<file path="src/rtl/if_fetch_unit.sv">
// Instruction fetch stage: PC register, request/handshake FSM, one-entry skid
// buffer and IF/ID output register, with redirect/flush handling.
module if_fetch_unit (
    input  logic        clk,
    input  logic        rst,
    input  logic [15:0] PC_update,
    input  logic        PC_src,
    input  logic        PC_update_done,
    input  logic        stall,
    output logic        imem_req,
    output logic [15:0] imem_addr,
    input  logic        imem_ready,
    input  logic [15:0] imem_rdata,
    output logic [15:0] instr_out,
    output logic [15:0] PC_out,
    output logic        valid_out,
    output logic        flush
);

    typedef enum logic [1:0] {FETCH, HOLD, DRAIN} state_t;

    state_t      state_q, state_d;
    logic [15:0] pc_q, pc_d;
    logic [15:0] drain_addr_q, drain_addr_d;
    logic [15:0] skid_data_q, skid_data_d;
    logic [15:0] skid_pc_q, skid_pc_d;
    logic        skid_valid_q, skid_valid_d;
    logic [15:0] instr_q, instr_d;
    logic [15:0] pc_out_q, pc_out_d;
    logic        valid_q, valid_d;
    logic        flush_q, flush_d;

    logic        redirect;
    logic [15:0] pc_inc;

    assign redirect = PC_update_done & PC_src;
    assign pc_inc   = pc_q + 16'd1;

    always_ff @(posedge clk or posedge rst) begin
        if (rst) begin
            state_q      <= FETCH;
            pc_q         <= 16'h0000;
            drain_addr_q <= 16'h0000;
            skid_data_q  <= 16'h0000;
            skid_pc_q    <= 16'h0000;
            skid_valid_q <= 1'b0;
            instr_q      <= 16'h0000;
            pc_out_q     <= 16'h0000;
            valid_q      <= 1'b0;
            flush_q      <= 1'b0;
        end else begin
            state_q      <= state_d;
            pc_q         <= pc_d;
            drain_addr_q <= drain_addr_d;
            skid_data_q  <= skid_data_d;
            skid_pc_q    <= skid_pc_d;
            skid_valid_q <= skid_valid_d;
            instr_q      <= instr_d;
            pc_out_q     <= pc_out_d;
            valid_q      <= valid_d;
            flush_q      <= flush_d;
        end
    end

    always_comb begin
        state_d      = state_q;
        pc_d         = pc_q;
        drain_addr_d = drain_addr_q;
        skid_data_d  = skid_data_q;
        skid_pc_d    = skid_pc_q;
        skid_valid_d = skid_valid_q;
        instr_d      = instr_q;
        pc_out_d     = pc_out_q;
        valid_d      = valid_q;
        flush_d      = 1'b0;

        case (state_q)
            FETCH: begin
                if (redirect) begin
                    pc_d         = PC_update;
                    valid_d      = 1'b0;
                    skid_valid_d = 1'b0;
                    flush_d      = 1'b1;
                    // An unanswered request must still be completed at its old address.
                    if (!imem_ready) begin
                        state_d      = DRAIN;
                        drain_addr_d = pc_q;
                    end
                end else if (imem_ready) begin
                    pc_d = pc_inc;
                    if (!stall) begin
                        instr_d  = imem_rdata;
                        pc_out_d = pc_inc;
                        valid_d  = 1'b1;
                    end else begin
                        skid_data_d  = imem_rdata;
                        skid_pc_d    = pc_inc;
                        skid_valid_d = 1'b1;
                        state_d      = HOLD;
                    end
                end else if (!stall) begin
                    valid_d = 1'b0;
                end
            end
            HOLD: begin
                if (redirect) begin
                    pc_d         = PC_update;
                    valid_d      = 1'b0;
                    skid_valid_d = 1'b0;
                    flush_d      = 1'b1;
                    state_d      = FETCH;
                end else if (!stall) begin
                    instr_d      = skid_data_q;
                    pc_out_d     = skid_pc_q;
                    valid_d      = skid_valid_q;
                    skid_valid_d = 1'b0;
                    state_d      = FETCH;
                end
            end
            DRAIN: begin
                if (redirect) begin
                    pc_d    = PC_update;
                    flush_d = 1'b1;
                end
                if (imem_ready) begin
                    state_d = FETCH;
                end
            end
            default: state_d = FETCH;
        endcase
    end

    // Request is forced low for the whole time reset is asserted.
    assign imem_req  = ~rst & (state_q != HOLD);
    assign imem_addr = (state_q == DRAIN) ? drain_addr_q : pc_q;
    assign instr_out = instr_q;
    assign PC_out    = pc_out_q;
    assign valid_out = valid_q;
    assign flush     = flush_q;

endmodule
</file>
<file path="config.mk">
export PLATFORM = sky130hd
export DESIGN_NAME = if_fetch_unit
export DESIGN_NICKNAME = d
export VERILOG_FILES = /design/src/rtl/if_fetch_unit.sv
export SDC_FILE = /design/constraint.sdc
export NUM_CORES = 1
export LEC_CHECK = 0
export CAP_MARGIN = 0
export CORE_AREA = 2 2 132 134
export DETAILED_ROUTE_END_ITERATION = 6
export DIE_AREA = 0 0 134 136
export PLACE_DENSITY = 0.6
export SLEW_MARGIN = 20
export SYNTH_ARGS = -nofsm -noshare
export SYNTH_HDL_FRONTEND = slang
export SYNTH_SLANG_ARGS = --single-unit
</file>
<file path="constraint.sdc">
create_clock -name clk -period 4.4 [get_ports clk]
set_input_delay 1.32 -clock clk [delete_from_list [all_inputs] [get_ports clk]]
set_output_delay 1.32 -clock clk [all_outputs]
set_load 0.005 [all_outputs]
</file>
==> impl_metrics.tcl, run 1 <==
set metrics [dict create \
    outcome "finished, final reports clean" \
    synth_top_family_by_area "multiplexers" \
    yosysSeqAreaShare 0.512 \
    met3_usage 0.0395 \
    cp.arrival_ps 2540 \
    drv_cap 0 \
    htree_levels 3 \
    fin_setup_tns_ps 0 \
    viasPerCell 4.77 \
    cts_resized 0 \
    grt_max_degree 53 \
    core-area_um2 16900 \
    ant_nets 0 \
    cts_hold_buf 0 \
    yosysMostFrequentCell "dfrtp_1" \
    tightest_slew_ps 918 \
    dieArea_um2 18200 \
    top_usage_layer "met2" \
    synth_area_leader_cell "dfrtp_1" \
    drt-initial-drc-count 217 \
    drc 0 \
    cp_max_fo 18 \
    startpoint_type "flop" \
    rr_startpoint "state_q[1]" \
    dp_hpwl_mm 8.55 \
    max_freq_mhz 259 \
    power.density_nw_per_um2 742 \
    port_buffers 88 \
    period_needed_ps 3860 \
    synth-compound-area-share 0.119 \
    hold_viol 0 \
    grt_use_met1 0.183 \
    cts_root_buf "clkbuf_16" \
    synth-simple-area-share 0.124 \
    n_antenna_cell 0 \
    synth_nets 518 \
    placed_area_um2 6010 \
    ys_ff_latch 101 \
    critPathRequiredTime_ps 3080 \
    slew_headroom 0.388 \
    synthCells 475 \
    r2r_setup_slack_ps 1690 \
    dr.pass1.iters 6 \
    antenna_found_initial 0 \
    grt_use_met2 0.224 \
    cts_sinks 101 \
    synth_edf_count 0 \
    syn_to_final_growth_pct 28.1 \
    rsz0062_at_grt "no" \
    async_reset_ff_frac 1.00 \
    postCtsSetupBuffers 0 \
    overflow 0 \
    pin_count 89 \
    finish.utilization 0.375 \
    report.final.slew_viol_count 0 \
    synth_common_cells "101 x dfrtp_1, 62 x nand2_1, 54 x mux2_2, 46 x o21ai_0, 40 x nor2_1" \
    final_nets 592 \
    wirelength_mm 12.2 \
    fp-row-count 48 \
    cts.clk_slew.worst_paths_ps 70 \
    yosys_most_used_dff "dfrtp_1" \
    hold_start "PC_out[1]" \
    grt_usage 0.139 \
    fin_crit_sh 0.878 \
    synth_fa_ha_area_frac 0.0127 \
    clockBufferDepth 2 \
    finalSetupViolations 0 \
    clk_latency_ps 360 \
    power.leakage_uw 0.00261 \
    hp-class "flop to flop" \
    cts_tree "yes" \
    synth_cell_types 40 \
    wl_per_cell_um 15.6 \
    startpoint "state_q[0]" \
    drive_above_1_share 0.162 \
    dieHeight_um 136 \
    dr_total_vias 3718 \
    die_x_um 134 \
    cts_buffers 9 \
    grt_pass1_wl_mm 19.6 \
    vdd_ir_drop_max_mv 0.319 \
    start_util 0.293 \
    synth.avg_cell_area_um2 10.4 \
    yosys.area.top_type_share 0.512 \
    stdcell_area_um2 6330 \
    finClkSkew_ps 7.38 \
    yosys-mux-area-fraction 0.162 \
    endpoint_kind "primary output" \
    yosysWarnings 0 \
    grt_pass1_vias 3690 \
    synth_area_um2 4940 \
    gp_congestion 0.806 \
    ys_top_cells_by_area "dfrtp_1 51%, mux2_2 12%, nand2_1 4.7%" \
    synth_xor_area_frac 0.0261 \
    critical_path_class "flop to primary output" \
]
## layer usage
layer	vias up	wire (µm)
li1	1792	-
met1	1822	5840
met2	94	5660
met3	10	541
met4	0	129
met5	-	0
## through the flow
stage	setup slack (ps)	hold slack, ps	cells	total power, µW
2_1_floorplan	433	450	475	2980
3_3_place_gp	677	457	763	3770
3_5_place_dp	689	471	763	3860
4_1_cts	499	487	779	4750
5_1_grt	394	512	779	5060
6_report	538	482	779	4690
## power by group
| part | total [µW] | internal [µW] | switching [µW] |
|---|---|---|---|
| combinational | 2090 | 1110 | 986 |
| clock | 868 | 501 | 368 |
| sequential | 1730 | 1380 | 354 |
## sequential cells by signal (all words and copies together), names as in the netlist
name	flops
instr_out	16
drain_addr_q	16
skid_valid_q	1
pc_q	16
skid_pc_q	16
PC_out	16
state_q	2
valid_out	1
flush	1
skid_data_q	16
## critical path, stage by stage, from the launching register on
cell             delay (ps)
dfrtp_1                 420
inv_1                   120
ha_1                    770
mux2_2                  420
clkdlybuf4s50_1         450
## cells by family (layout without fill, tap and decap cells)
kind of cell | count (synthesis) | after routing
AOI/OAI and AO/OA | 104 | 104
xor gates and xnor gates | 13 | 13
DFF | 101 | 101
muxes | 73 | 73
adders and majority gates | 5 | 5
buffers and inverters | 43 | 122
and+or+nand+nor | 136 | 136
## final timing paths
kind                                 to  cells after the start
setup / recovery           imem_addr[3]                      4
hold / removal                PC_out[1]                      2
setup reg to reg              PC_out[8]                      8
hold reg to reg               PC_out[1]                      2
max in group asynchronous         flush                      3
min in group asynchronous    PC_out[11]                      2
## final cells by class
type	instances	area (µm²)
inverters	9	36.3
clock inverters	7	95.1
clock buffers	9	225
fillers	1639	10600
flip-flops and latches	101	2530
repair buffers	97	961
multi-input cells	331	2200
well taps	225	282
## placed cells by master, fill, tap and decap left out, types with 2 or more instances in the layout
cell type	netlist	final
xor2_1	5	5
clkdlybuf4s50_1	0	88
o211ai_1	3	3
o22ai_1	6	6
bufinv_16	0	2
o21ai_0	46	46
nor2b_1	2	2
nor2_1	40	39
a21oi_1	23	23
nor3_1	2	2
o21ai_1	10	10
mux2_2	54	54
a22o_1	2	2
inv_1	9	8
a21o_1	4	4
nand3_1	12	12
o22a_1	2	2
and2_1	4	4
a31oi_1	3	3
ha_1	5	4
clkbuf_16	0	9
inv_6	0	2
clkinv_2	0	2
dfrtp_1	101	101
nand4_1	6	6
xnor2_1	6	6
and4_1	2	2
mux2i_1	19	19
nand2_1	62	62
and4_4	2	2
xor2_2	2	2
buf_4	3	8
Note: power is estimated with default switching activity, not from simulation.
==> run 2: changes to the inputs <==
CAP_MARGIN = 5   (was 0)
CORE_AREA = 2 2 112 114   (was 2 2 132 134)
DIE_AREA = 0 0 114 116   (was 0 0 134 136)
PLACE_DENSITY = 0.75   (was 0.6)
==> impl_metrics.tcl, run 2 (same netlist as run 1, synthesis figures left out) <==
set metrics [dict create \
    power.internal_uw 2940 \
    switching_share 0.361 \
    cts_hold_buf 0 \
    critPathRequiredTime_ps 3080 \
    final_nets 589 \
    grt_usage 0.174 \
    fp-row-count 40 \
    dr_total_vias 3751 \
    hold_start "instr_out[8]" \
    cts_resized 0 \
    port_buffers 88 \
    syn_to_final_growth_pct 25.5 \
    rr_startpoint "state_q[1]" \
    dieHeight_um 116 \
    hold_viol 0 \
    rr_worst_depth 8 \
    pin_count 89 \
    cp.arrival_ps 2480 \
    sequentialPowerShare 0.374 \
    finClkSkew_ps 6.57 \
    drive_above_1_share 0.158 \
    critical_path_class "flop to primary output" \
    crit_path_top_delay_cell "ha_1" \
    period_needed_ps 3800 \
    cts_root_buf "clkbuf_16" \
    most-common-layout-cells "101 x dfrtp_1, 88 x clkdlybuf4s50_1, 62 x nand2_1" \
    cts_tree "yes" \
    fin_setup_tns_ps 0 \
    grt_pass1_wl_mm 18.3 \
    viasPerCell 5.37 \
    die_x_um 114 \
    cts_buffers 9 \
    power.density_nw_per_um2 744 \
    cp_slowest_stage_delay_ps 720 \
    clk_latency_ps 340 \
    dieArea_um2 13200 \
    fin_crit_sh 0.863 \
    report.final.slew_viol_count 0 \
    slew_headroom 0.396 \
    overflow 0 \
    postCtsSetupBuffers 0 \
    cts_sinks 101 \
    final_common_cell "dfrtp_1" \
    p_switching_uw 1660 \
    dr.pass1.iters 4 \
    antenna_found_initial 0 \
    start_util 0.414 \
    grt_pass1_vias 3721 \
    whs_ps 475 \
    cp_max_fo 19 \
    htree_levels 3 \
    r2r_setup_slack_ps 1640 \
    cp_cell_sequence "inv_1 -> ha_1 -> mux2_2 -> clkdlybuf4s50_1" \
    rsz0062_at_grt "no" \
    n_antenna_cell 0 \
    r2r_end "PC_out[6]" \
    combPwrFrac 0.447 \
    outcome "finished, final reports clean" \
    vdd_ir_drop_max_mv 0.407 \
    startpoint_type "flop" \
    endpoint_kind "primary output" \
    grt_max_degree 53 \
    max_freq_mhz 263 \
    finalSetupViolations 0 \
    drv_cap 0 \
    hold_depth 2 \
    whs_endpoint "instr_out[8]" \
    clockBufferDepth 2 \
    drt-initial-drc-count 197 \
    fillCellCount 1052 \
    clockPowerShare 0.179 \
    dp_hpwl_mm 7.71 \
    power.leakage_uw 0.00258 \
    wl_per_cell_um 15.8 \
    cts.clk_slew.worst_paths_ps 70 \
    ant_nets 0 \
    core-area_um2 11900 \
    gp_congestion 0.840 \
    tightest_slew_ps 906 \
    wirelength_mm 11.1 \
    hp-class "flop to flop" \
    drc 0 \
]
==> run 2: critical path: cells and delay by family, from the launching register on <==
kind	cells	cell delay (ps)
adders and majority gates	1	720
buffers and inverters	2	570
DFF	1	430
muxes	1	420
==> run 2: how the worst max path moves through the flow <==
stage	depth (start not counted)	slack (ps)	from	to
6_report	4	600	state_q[0]	imem_addr[14]
5_1_grt	4	440	state_q[0]	imem_addr[14]
4_1_cts	4	570	state_q[0]	imem_addr[14]
3_5_place_dp	3	680	rst	imem_req
3_3_place_gp	3	690	rst	imem_req
2_1_floorplan	1	430	rst	PC_out[0]
==> run 2: cell type report <==
type                            instances  area (µm²)  share of cell area
Timing Repair Buffer                   94         938               0.151
Inverter                                9        36.3             0.00586
Multi-Input combinational cell        331        2200               0.355
Sequential cell                       101        2530               0.408
Tap cell                              147         184              0.0297
Clock buffer                           11         253              0.0408
Clock inverter                          5        58.8             0.00949
==> run 2: through the flow <==
stage               setup WS [ps]  cell area, µm²  total power, µW   util  cells
CTS                           567            6200             4640  0.520    698
floorplan                     433            4940             2980      -    475
global placement              685            5890             3690  0.494    682
finish                        601            6200             4610  0.520    698
global route                  443            6200             4950  0.520    698
detailed placement            682            5890             3800  0.494    682
==> run 2: power groups by stage <==
stage	Combinational, µW	Clock (µW)	Sequential, µW
after detailed placement	2060	0	1740
after CTS	2070	842	1720
final	2060	823	1720
after floorplan	1350	0	1630
after global routing	2280	883	1790
after global placement	1990	0	1700
==> run 2: layer usage <==
layer | track usage | wire [µm] | vias to the layer above
li1 | - | - | 1797
met5 | 0 | 0 | -
met3 | 0.0340 | 549 | 14
met4 | 0.0618 | 130 | 0
met1 | 0.242 | 5240 | 1823
met2 | 0.275 | 5140 | 117
